File: config.mk
export PLATFORM = sky130hd
export DESIGN_NAME = dmem_access_unit
export DESIGN_NICKNAME = d
export VERILOG_FILES = /design/src/rtl/dmem_access_unit.sv
export SDC_FILE = /design/constraint.sdc
export NUM_CORES = 1
export LEC_CHECK = 0
export ABC_AREA = 1
export CORE_MARGIN = 1.5
export CORE_UTILIZATION = 45
export DETAILED_ROUTE_END_ITERATION = 8
export GPL_TIMING_DRIVEN = 1
export PLACE_DENSITY = 0.8
export SLEW_MARGIN = 20
export SYNTH_ARGS = -nofsm -noshare
export SYNTH_HDL_FRONTEND = slang
export SYNTH_SLANG_ARGS = --single-unit
File: constraint.sdc
create_clock -name clk -period 3.7 [get_ports clk]
set_input_delay 0.37 -clock clk [delete_from_list [all_inputs] [get_ports clk]]
set_output_delay 0.37 -clock clk [all_outputs]
set_load 0.01 [all_outputs]
File: src/rtl/dmem_access_unit.sv
// Data-memory access unit: word/half/byte loads and RMW stores over req/ack.
// Define DMEM_TIMEOUT_EN to abort stuck transfers after TIMEOUT_CYCLES.
module dmem_access_unit #(
   parameter  int TIMEOUT_CYCLES = 255,
   localparam int TW = $clog2(TIMEOUT_CYCLES + 1)
) (
   input  logic        clk,
   input  logic        reset,
   input  logic        memread,
   input  logic        memwrite,
   input  logic [1:0]  size,
   input  logic [31:0] addr,
   input  logic [31:0] wdata,
   output logic [31:0] rdata,
   output logic        stall,
   output logic        misaligned,
   output logic        bus_err,
   output logic        mem_req,
   output logic        mem_we,
   output logic [31:0] mem_addr,
   output logic [31:0] mem_wdata,
   input  logic [31:0] mem_rdata,
   input  logic        mem_ack
);

   localparam logic [1:0] S_IDLE = 2'd0;
   localparam logic [1:0] S_RD   = 2'd1;
   localparam logic [1:0] S_WR   = 2'd2;
   localparam logic [1:0] S_DONE = 2'd3;

   logic [1:0]  state_q, state_d;
   logic [31:0] addr_q, addr_d;
   logic [31:0] word_q, word_d;
   logic [31:0] rdata_q, rdata_d;
   logic [1:0]  size_q, size_d;
   logic        we_q, we_d;
   logic        access, in_sub, in_mis, err_now;

   function automatic logic [31:0] merge(input logic [31:0] old,
                                         input logic [31:0] wd,
                                         input logic [1:0]  sz,
                                         input logic [1:0]  a);
      logic [31:0] m, d;
      if (sz == 2'b10) begin
         m = 32'h0000_00FF << {a, 3'b000};
         d = wd << {a, 3'b000};
      end else begin
         m = 32'h0000_FFFF << {a[1], 4'b0000};
         d = wd << {a[1], 4'b0000};
      end
      return (old & ~m) | (d & m);
   endfunction

   function automatic logic [31:0] align(input logic [31:0] w,
                                         input logic [1:0]  sz,
                                         input logic [1:0]  a);
      unique case (sz)
         2'b10:   return (w >> {a, 3'b000}) & 32'h0000_00FF;
         2'b01:   return (w >> {a[1], 4'b0000}) & 32'h0000_FFFF;
         default: return w;
      endcase
   endfunction

   assign access = memread | memwrite;
   assign in_sub = (size == 2'b01) | (size == 2'b10);
   assign in_mis = (size == 2'b01) ? addr[0] : (!in_sub && addr[1:0] != 2'b00);

   assign mem_req   = (state_q == S_RD) | (state_q == S_WR);
   assign mem_we    = (state_q == S_WR);
   assign mem_addr  = {addr_q[31:2], 2'b00};
   assign mem_wdata = word_q;
   assign rdata     = rdata_d;

`ifdef DMEM_TIMEOUT_EN
   logic [TW-1:0] cnt_q, cnt_d;
   logic          err_q, err_d;
   assign err_now = (state_q == S_DONE) & err_q;
`else
   assign err_now = 1'b0;
`endif
   assign bus_err = err_now;

   always_comb begin
      state_d    = state_q;
      addr_d     = addr_q;
      word_d     = word_q;
      size_d     = size_q;
      we_d       = we_q;
      rdata_d    = rdata_q;
      stall      = 1'b0;
      misaligned = 1'b0;
      unique case (state_q)
         S_IDLE: begin
            if (access && in_mis) begin
               misaligned = 1'b1;
               rdata_d    = 32'h0;
            end else if (access) begin
               stall   = 1'b1;
               addr_d  = addr;
               word_d  = wdata;
               size_d  = size;
               we_d    = memwrite;
               state_d = (memwrite && !in_sub) ? S_WR : S_RD;
            end
         end
         S_RD: begin
            stall = 1'b1;
            if (mem_ack) begin
               // word_q still holds the store data until the read returns
               word_d  = we_q ? merge(mem_rdata, word_q, size_q, addr_q[1:0])
                              : mem_rdata;
               state_d = we_q ? S_WR : S_DONE;
            end
         end
         S_WR: begin
            stall = 1'b1;
            if (mem_ack) state_d = S_DONE;
         end
         default: begin
            state_d = S_IDLE;
            rdata_d = (we_q || err_now) ? 32'h0
                                        : align(word_q, size_q, addr_q[1:0]);
         end
      endcase
`ifdef DMEM_TIMEOUT_EN
      cnt_d = '0;
      err_d = 1'b0;
      if (mem_req && !mem_ack) begin
         cnt_d = cnt_q + 1'b1;
         if (cnt_d == TW'(TIMEOUT_CYCLES)) begin
            state_d = S_DONE;
            err_d   = 1'b1;
         end
      end
`endif
   end

   always_ff @(posedge clk or posedge reset) begin
      if (reset) begin
         state_q <= S_IDLE;
         addr_q  <= 32'h0;
         word_q  <= 32'h0;
         rdata_q <= 32'h0;
         size_q  <= 2'b00;
         we_q    <= 1'b0;
      end else begin
         state_q <= state_d;
         addr_q  <= addr_d;
         word_q  <= word_d;
         rdata_q <= rdata_d;
         size_q  <= size_d;
         we_q    <= we_d;
      end
   end

`ifdef DMEM_TIMEOUT_EN
   always_ff @(posedge clk or posedge reset) begin
      if (reset) begin
         cnt_q <= '0;
         err_q <= 1'b0;
      end else begin
         cnt_q <= cnt_d;
         err_q <= err_d;
      end
   end
`endif

endmodule

Word level (Yosys, flattened, before mapping)
Index checks and enable logic that the tools add are counted.
{"block": "word_totals", "ff_bits": 101, "input_bits": 103, "elab_cells": 69, "output_inout_bits": 101}
{"block": "classes", "n_reduce_logical": 11, "shift": 6, "bitwise": 8, "mux": 28, "n_eq_ne": 10}
{"operator": "32-bit two-way mux", "n": 12}
{"operator": "32-bit case mux with 2 select lines", "n": 3}
{"operator": "32-bit AND", "n": 2}
{"operator": "32-bit by 5-bit left shift with 32-bit output", "n": 2}
{"operator": "32-bit inverter", "n": 1}
{"operator": "32-bit bitwise OR", "n": 1}
{"operator": "16-bit by 5-bit left shift with 32-bit output (first input constant)", "n": 1}
{"operator": "8-bit by 5-bit left shift with 32-bit output (first input constant)", "n": 1}
{"operator": "32-bit by 5-bit >> shifter with 16-bit output", "n": 1}
{"operator": "32-bit by 5-bit >> shifter with 8-bit output", "n": 1}
{"operator": "2-bit two-way mux", "n": 5}
{"operator": "4-bit AND reduction", "n": 2}
{"operator": "2-bit by 1-bit == test with 1-bit output (second input constant)", "n": 3}
{"operator": "2-bit == test (second input constant)", "n": 3}
{"operator": "1-bit two-way mux", "n": 6}
{"operator": "2-bit inequality test (second input constant)", "n": 3}
{"operator": "2-bit case mux with 3 select lines", "n": 1}
{"operator": "2-bit nonzero test", "n": 2}
{"operator": "1-bit logical AND", "n": 3}
{"operator": "1-bit bitwise OR", "n": 3}
{"operator": "3-bit AND reduction", "n": 1}
{"operator": "2-bit logical NOT", "n": 1}
{"operator": "2-bit by 1-bit inequality test with 1-bit output (second input constant)", "n": 1}
{"operator": "1-bit case mux with 2 select lines", "n": 1}
{"operator": "other kinds (3)", "n": 3}

Depth between registers and ports, before layout
{"block": "logic_depth", "word_depth": 10, "mapped_depth": 11, "depth_no_buf": 10}

Worst setup path after synthesis
Ideal clock, no wire load.
{"block": "synth_timing", "kind": "flip-flop to output port", "from": "register size_q[1]", "to": "output port rdata[17]", "stages_incl_launch_ff": 8, "slack_ns": 1.705, "n_path_buf": 2, "arrival_ns": 1.625, "cell_sequence": "dfrtp_1 ha_1 buf_2 clkinv_1 nor2_4 buf_2 nand2_1 nand2_1"}
{"block": "synth_between", "elab_chain_cells": 4}
{"element": "from (decl)", "line": "35", "text": "logic [1:0] size_q, size_d;"}
{"element": "from (signal assigned)", "line": "151", "text": "size_q <= size_d;"}
{"element": "2-bit by 1-bit == test with 1-bit output or 2-bit == test (tied branches)", "line": "57", "text": "unique case (sz)"}
{"element": "32-bit case mux with 2 select lines *", "line": "57"}
{"element": "32-bit two-way mux *", "line": "121", "text": "rdata_d = (we_q || err_now) ? 32'h0"}
{"element": "32-bit case mux with 2 select lines *", "line": "92", "text": "unique case (state_q)"}
{"element": "to (decl)", "line": "14", "text": "output logic [31:0] rdata,"}
Every way passes the cells marked *; elsewhere a longest branch is shown, timed or not.

Worst setup path in the final report
{"block": "layout_timing", "from": "register size_q[0]", "to": "output port rdata[9]"}
Same word-level chain as after synthesis.

==> impl_metrics.prom <==
# TYPE chip_impl_metric gauge
chip_impl_metric{name="synth_top_cell_area_share",unit="%"} 43.1
chip_impl_metric{name="first_global_vias",unit=""} 5472
chip_impl_metric{name="wl",unit="um"} 17600
chip_impl_metric{name="dr.pass1.iters",unit=""} 5
chip_impl_metric{name="timing.reg2reg.worst_path_depth",unit=""} 9
chip_impl_metric{name="grt_use_met1",unit="%"} 37.0
chip_impl_info{name="synth.top_cells.by_area",value="dfrtp_1, nand2_1, nand3_1, inv_1, buf_4"} 1
chip_impl_metric{name="cts-resized-gates",unit=""} 0
chip_impl_metric{name="vdd_ir_drop_max",unit="mV"} 0.553
chip_impl_metric{name="clock_skew",unit="ns"} 0.00539
chip_impl_info{name="rsz_0062_raised_after_global_routing",value="false"} 1
chip_impl_metric{name="dr_total_vias",unit=""} 5931
chip_impl_info{name="run_status",value="complete, no violations"} 1
chip_impl_metric{name="slew-limit-headroom",unit="%"} 45.0
chip_impl_metric{name="dpl.hpwl",unit="um"} 12700
chip_impl_metric{name="worst_slew_pin_slew",unit="ns"} 0.825
chip_impl_metric{name="cts.repair_timing.setup_buffer_count",unit=""} 0
chip_impl_metric{name="power_density",unit="nW/um^2"} 867
chip_impl_metric{name="boundary_pin_count",unit=""} 204
chip_impl_metric{name="gp_congestion",unit=""} 0.892
chip_impl_metric{name="ys_async_sr_fraction",unit="%"} 100
chip_impl_metric{name="ys_seq_area_share",unit="%"} 43.1
chip_impl_info{name="cp_endpoint_kind",value="output pin"} 1
chip_impl_info{name="synth.cells.most_frequent",value="nand2_1, dfrtp_1, nand3_1"} 1
chip_impl_info{name="critPathLaunch",value="size_q[0]"} 1
chip_impl_info{name="setup.worst_path.class",value="register to output pin"} 1
chip_impl_metric{name="h-tree-depth",unit=""} 3
chip_impl_metric{name="drtAntennaViolNets",unit=""} 0
chip_impl_metric{name="synth_xor_area_share",unit="%"} 0
chip_impl_metric{name="floorplan.die_area",unit="um^2"} 13700
chip_impl_metric{name="globalRouteTotalUtil",unit="%"} 26.0
chip_impl_info{name="hold_class",value="register to register"} 1
chip_impl_metric{name="totalNegativeSetupSlack",unit="ns"} 0
chip_impl_metric{name="setup_viol",unit=""} 0
chip_impl_metric{name="final_core_utilization",unit="%"} 63.6
chip_impl_metric{name="io_buffers",unit=""} 200
chip_impl_metric{name="layout-area-overhead-vs-synth",unit="%"} 37.4
chip_impl_info{name="timing.critical_path.from_type",value="register"} 1
chip_impl_metric{name="cp.required",unit="ns"} 3.33
chip_impl_metric{name="r2r_slack",unit="ns"} 0.91
chip_impl_info{name="synth_top_family_by_area",value="simple AND/OR/NAND/NOR gates"} 1
chip_impl_metric{name="max_freq",unit="MHz"} 296
chip_impl_metric{name="synth_edf_count",unit=""} 0
chip_impl_metric{name="count_of_distinct_cell_types_in_the_synthesized_netlist",unit=""} 27
chip_impl_metric{name="grt_pass1_wl",unit="um"} 27600
chip_impl_metric{name="grt_max_degree",unit=""} 67
chip_impl_metric{name="postLayoutCellArea",unit="um^2"} 8060
chip_impl_metric{name="antennaDiodeCount",unit=""} 0
chip_impl_metric{name="cts_buffers",unit=""} 9
chip_impl_metric{name="clkTransAtPathRegs",unit="ns"} 0.08
chip_impl_info{name="netlist.top_cell.by_area",value="dfrtp_1"} 1
chip_impl_metric{name="finalCritPeriodShare",unit="%"} 91.2
chip_impl_metric{name="fp.dieH",unit="um"} 117
chip_impl_metric{name="detailed_place.area",unit="um^2"} 7750
chip_impl_metric{name="floorplan.initialDensity",unit="%"} 46.3
chip_impl_metric{name="wl_per_cell",unit="um"} 15.1
chip_impl_metric{name="floorplan.die.width",unit="um"} 117
chip_impl_metric{name="clock_latency",unit="ns"} 0.35
chip_impl_metric{name="crit_arrival",unit="ns"} 3.00
chip_impl_metric{name="p_leak",unit="nW"} 4.15
chip_impl_info{name="ctsRootBufferMaster",value="clkbuf_16"} 1
chip_impl_metric{name="post_route_cells_drive_above_1_share",unit="%"} 4.53
chip_impl_metric{name="number_of_remaining_drc_errors",unit=""} 0
chip_impl_metric{name="yosys.area_share.simple",unit="%"} 35.1
chip_impl_metric{name="clockBufferDepth",unit=""} 2
chip_impl_metric{name="fin_crit",unit="ns"} 3.37
chip_impl_metric{name="drv_cap",unit=""} 0
chip_impl_metric{name="synth_cells",unit=""} 842
chip_impl_metric{name="synth_area_per_cell",unit="um^2"} 6.97
chip_impl_metric{name="num_rows",unit=""} 41
chip_impl_metric{name="nNetsFinal",unit=""} 1099
chip_impl_info{name="synth.most_common_cell",value="nand2_1"} 1
chip_impl_metric{name="ys_ff_latch",unit=""} 101
chip_impl_metric{name="synth_compound_gate_area_share",unit="%"} 7.33
chip_impl_metric{name="grt_use_met3",unit="%"} 3.30
chip_impl_info{name="tritoncts",value="done"} 1
chip_impl_metric{name="design.core.area",unit="um^2"} 12700
chip_impl_metric{name="number_of_design_rule_violations_left_by_the_first_detailed_router_iteration",unit=""} 554
chip_impl_metric{name="synth-warning-count",unit=""} 0
chip_impl_info{name="ys.flop_type",value="dfrtp_1"} 1
chip_impl_metric{name="finalHoldViolCount",unit=""} 0
chip_impl_metric{name="slew_violations",unit=""} 0
chip_impl_metric{name="clock-sinks",unit=""} 101
chip_impl_metric{name="globalRouteOverflowTotal",unit=""} 0
chip_impl_info{name="worstSetupEndpoint",value="rdata[9]"} 1
chip_impl_metric{name="fillCellCount",unit=""} 1155
chip_impl_metric{name="worst_hold_slack",unit="ns"} 0.471
chip_impl_metric{name="share_of_synthesized_cell_area_in_full_adder_half_adder_and_majority_cells",unit="%"} 1.49
chip_impl_info{name="regToRegStartpoint",value="state_q[1]"} 1
chip_impl_metric{name="grt_util_met2",unit="%"} 41.0
chip_impl_metric{name="detail_route.vias_per_cell",unit=""} 5.09
chip_impl_info{name="grt_busiest_layer",value="met2"} 1
chip_impl_metric{name="crit_fanout",unit=""} 10
chip_impl_metric{name="antenna_violations_before_repair",unit=""} 0
chip_impl_metric{name="postCtsHoldBufs",unit=""} 0
chip_impl_metric{name="post_synth_mux_area_share",unit="%"} 0
chip_impl_metric{name="syn_area",unit="um^2"} 5870
layer usage:
layer / up-vias / routed length, um
li1: 2910 / -
met1: 2739 / 7980
met5: - / 0
met4: 0 / 435
met2: 245 / 8070
met3: 37 / 1110
metrics by stage:
step                setup slack [ns]  power, mW  std cells
floorplan                      0.683       4.42        844
global placement               0.708       5.91       1150
detailed placement             0.601       5.97       1150
CTS                            0.358       6.98       1166
global route                   0.152       7.52       1166
finish                         0.326       6.99       1166
area by class of cell:
| type | instances | area [um^2] | area share (%) |
|---|---|---|---|
| clock buffer | 10 | 239 | 2.96 |
| clock inverter | 6 | 70.1 | 0.869 |
| inverter | 86 | 325 | 4.03 |
| multi-input combinational | 580 | 2590 | 32.1 |
| sequential | 101 | 2530 | 31.3 |
| tap | 172 | 215 | 2.67 |
| timing repair buffer | 211 | 2100 | 26.0 |
worst min path at each step:
stage | slack [ns] | endpoint | depth (start not counted) | from
2_1_floorplan | 0.44 | addr_q[10] | 2 | addr_q[10]
3_5_place_dp | 0.46 | addr_q[24] | 2 | addr_q[24]
3_3_place_gp | 0.45 | addr_q[26] | 2 | addr_q[26]
6_report | 0.47 | addr_q[9] | 2 | addr_q[9]
4_1_cts | 0.48 | addr_q[4] | 2 | addr_q[4]
5_1_grt | 0.49 | addr_q[2] | 2 | addr_q[2]
logic make-up after synthesis:
kind of cell,after synthesis
other cells,1
buf+inv,163
compound gates,79
simple gates,491
flops,101
fa+ha+maj,7
worst max-delay path, cell delays in order, from the launching register on:
cell,delay [ns]
dfrtp_1,0.36
inv_1,0.06
ha_1,0.49
clkinv_1,0.40
a21oi_2,0.45
o211ai_1,0.21
nand2_1,0.14
clkdlybuf4s50_1,0.54
report_power, final:
group	switching, mW	leakage (nW)	internal, mW
Clock	0.445	0.147	0.549
Combinational	2.39	2.74	1.67
Sequential	0.364	1.27	1.58
Total	3.20	4.15	3.80
cells in the final DEF, fill, tap and decap left out, types with 2 or more instances in the layout:
cell and instances:
a21oi_1 21, buf_4 10, clkbuf_16 9, clkdlybuf4s50_1 200, clkinvlp_4 2, conb_1 3, dfrtp_1 101, ha_1 7
inv_1 75, inv_2 9, nand2_1 300, nand3_1 91, nand4_1 24, nor2_1 68, nor2_4 2, o211ai_1 8
o21ai_0 40, o21ai_1 8
Note: power is estimated with default switching activity, not from simulation.
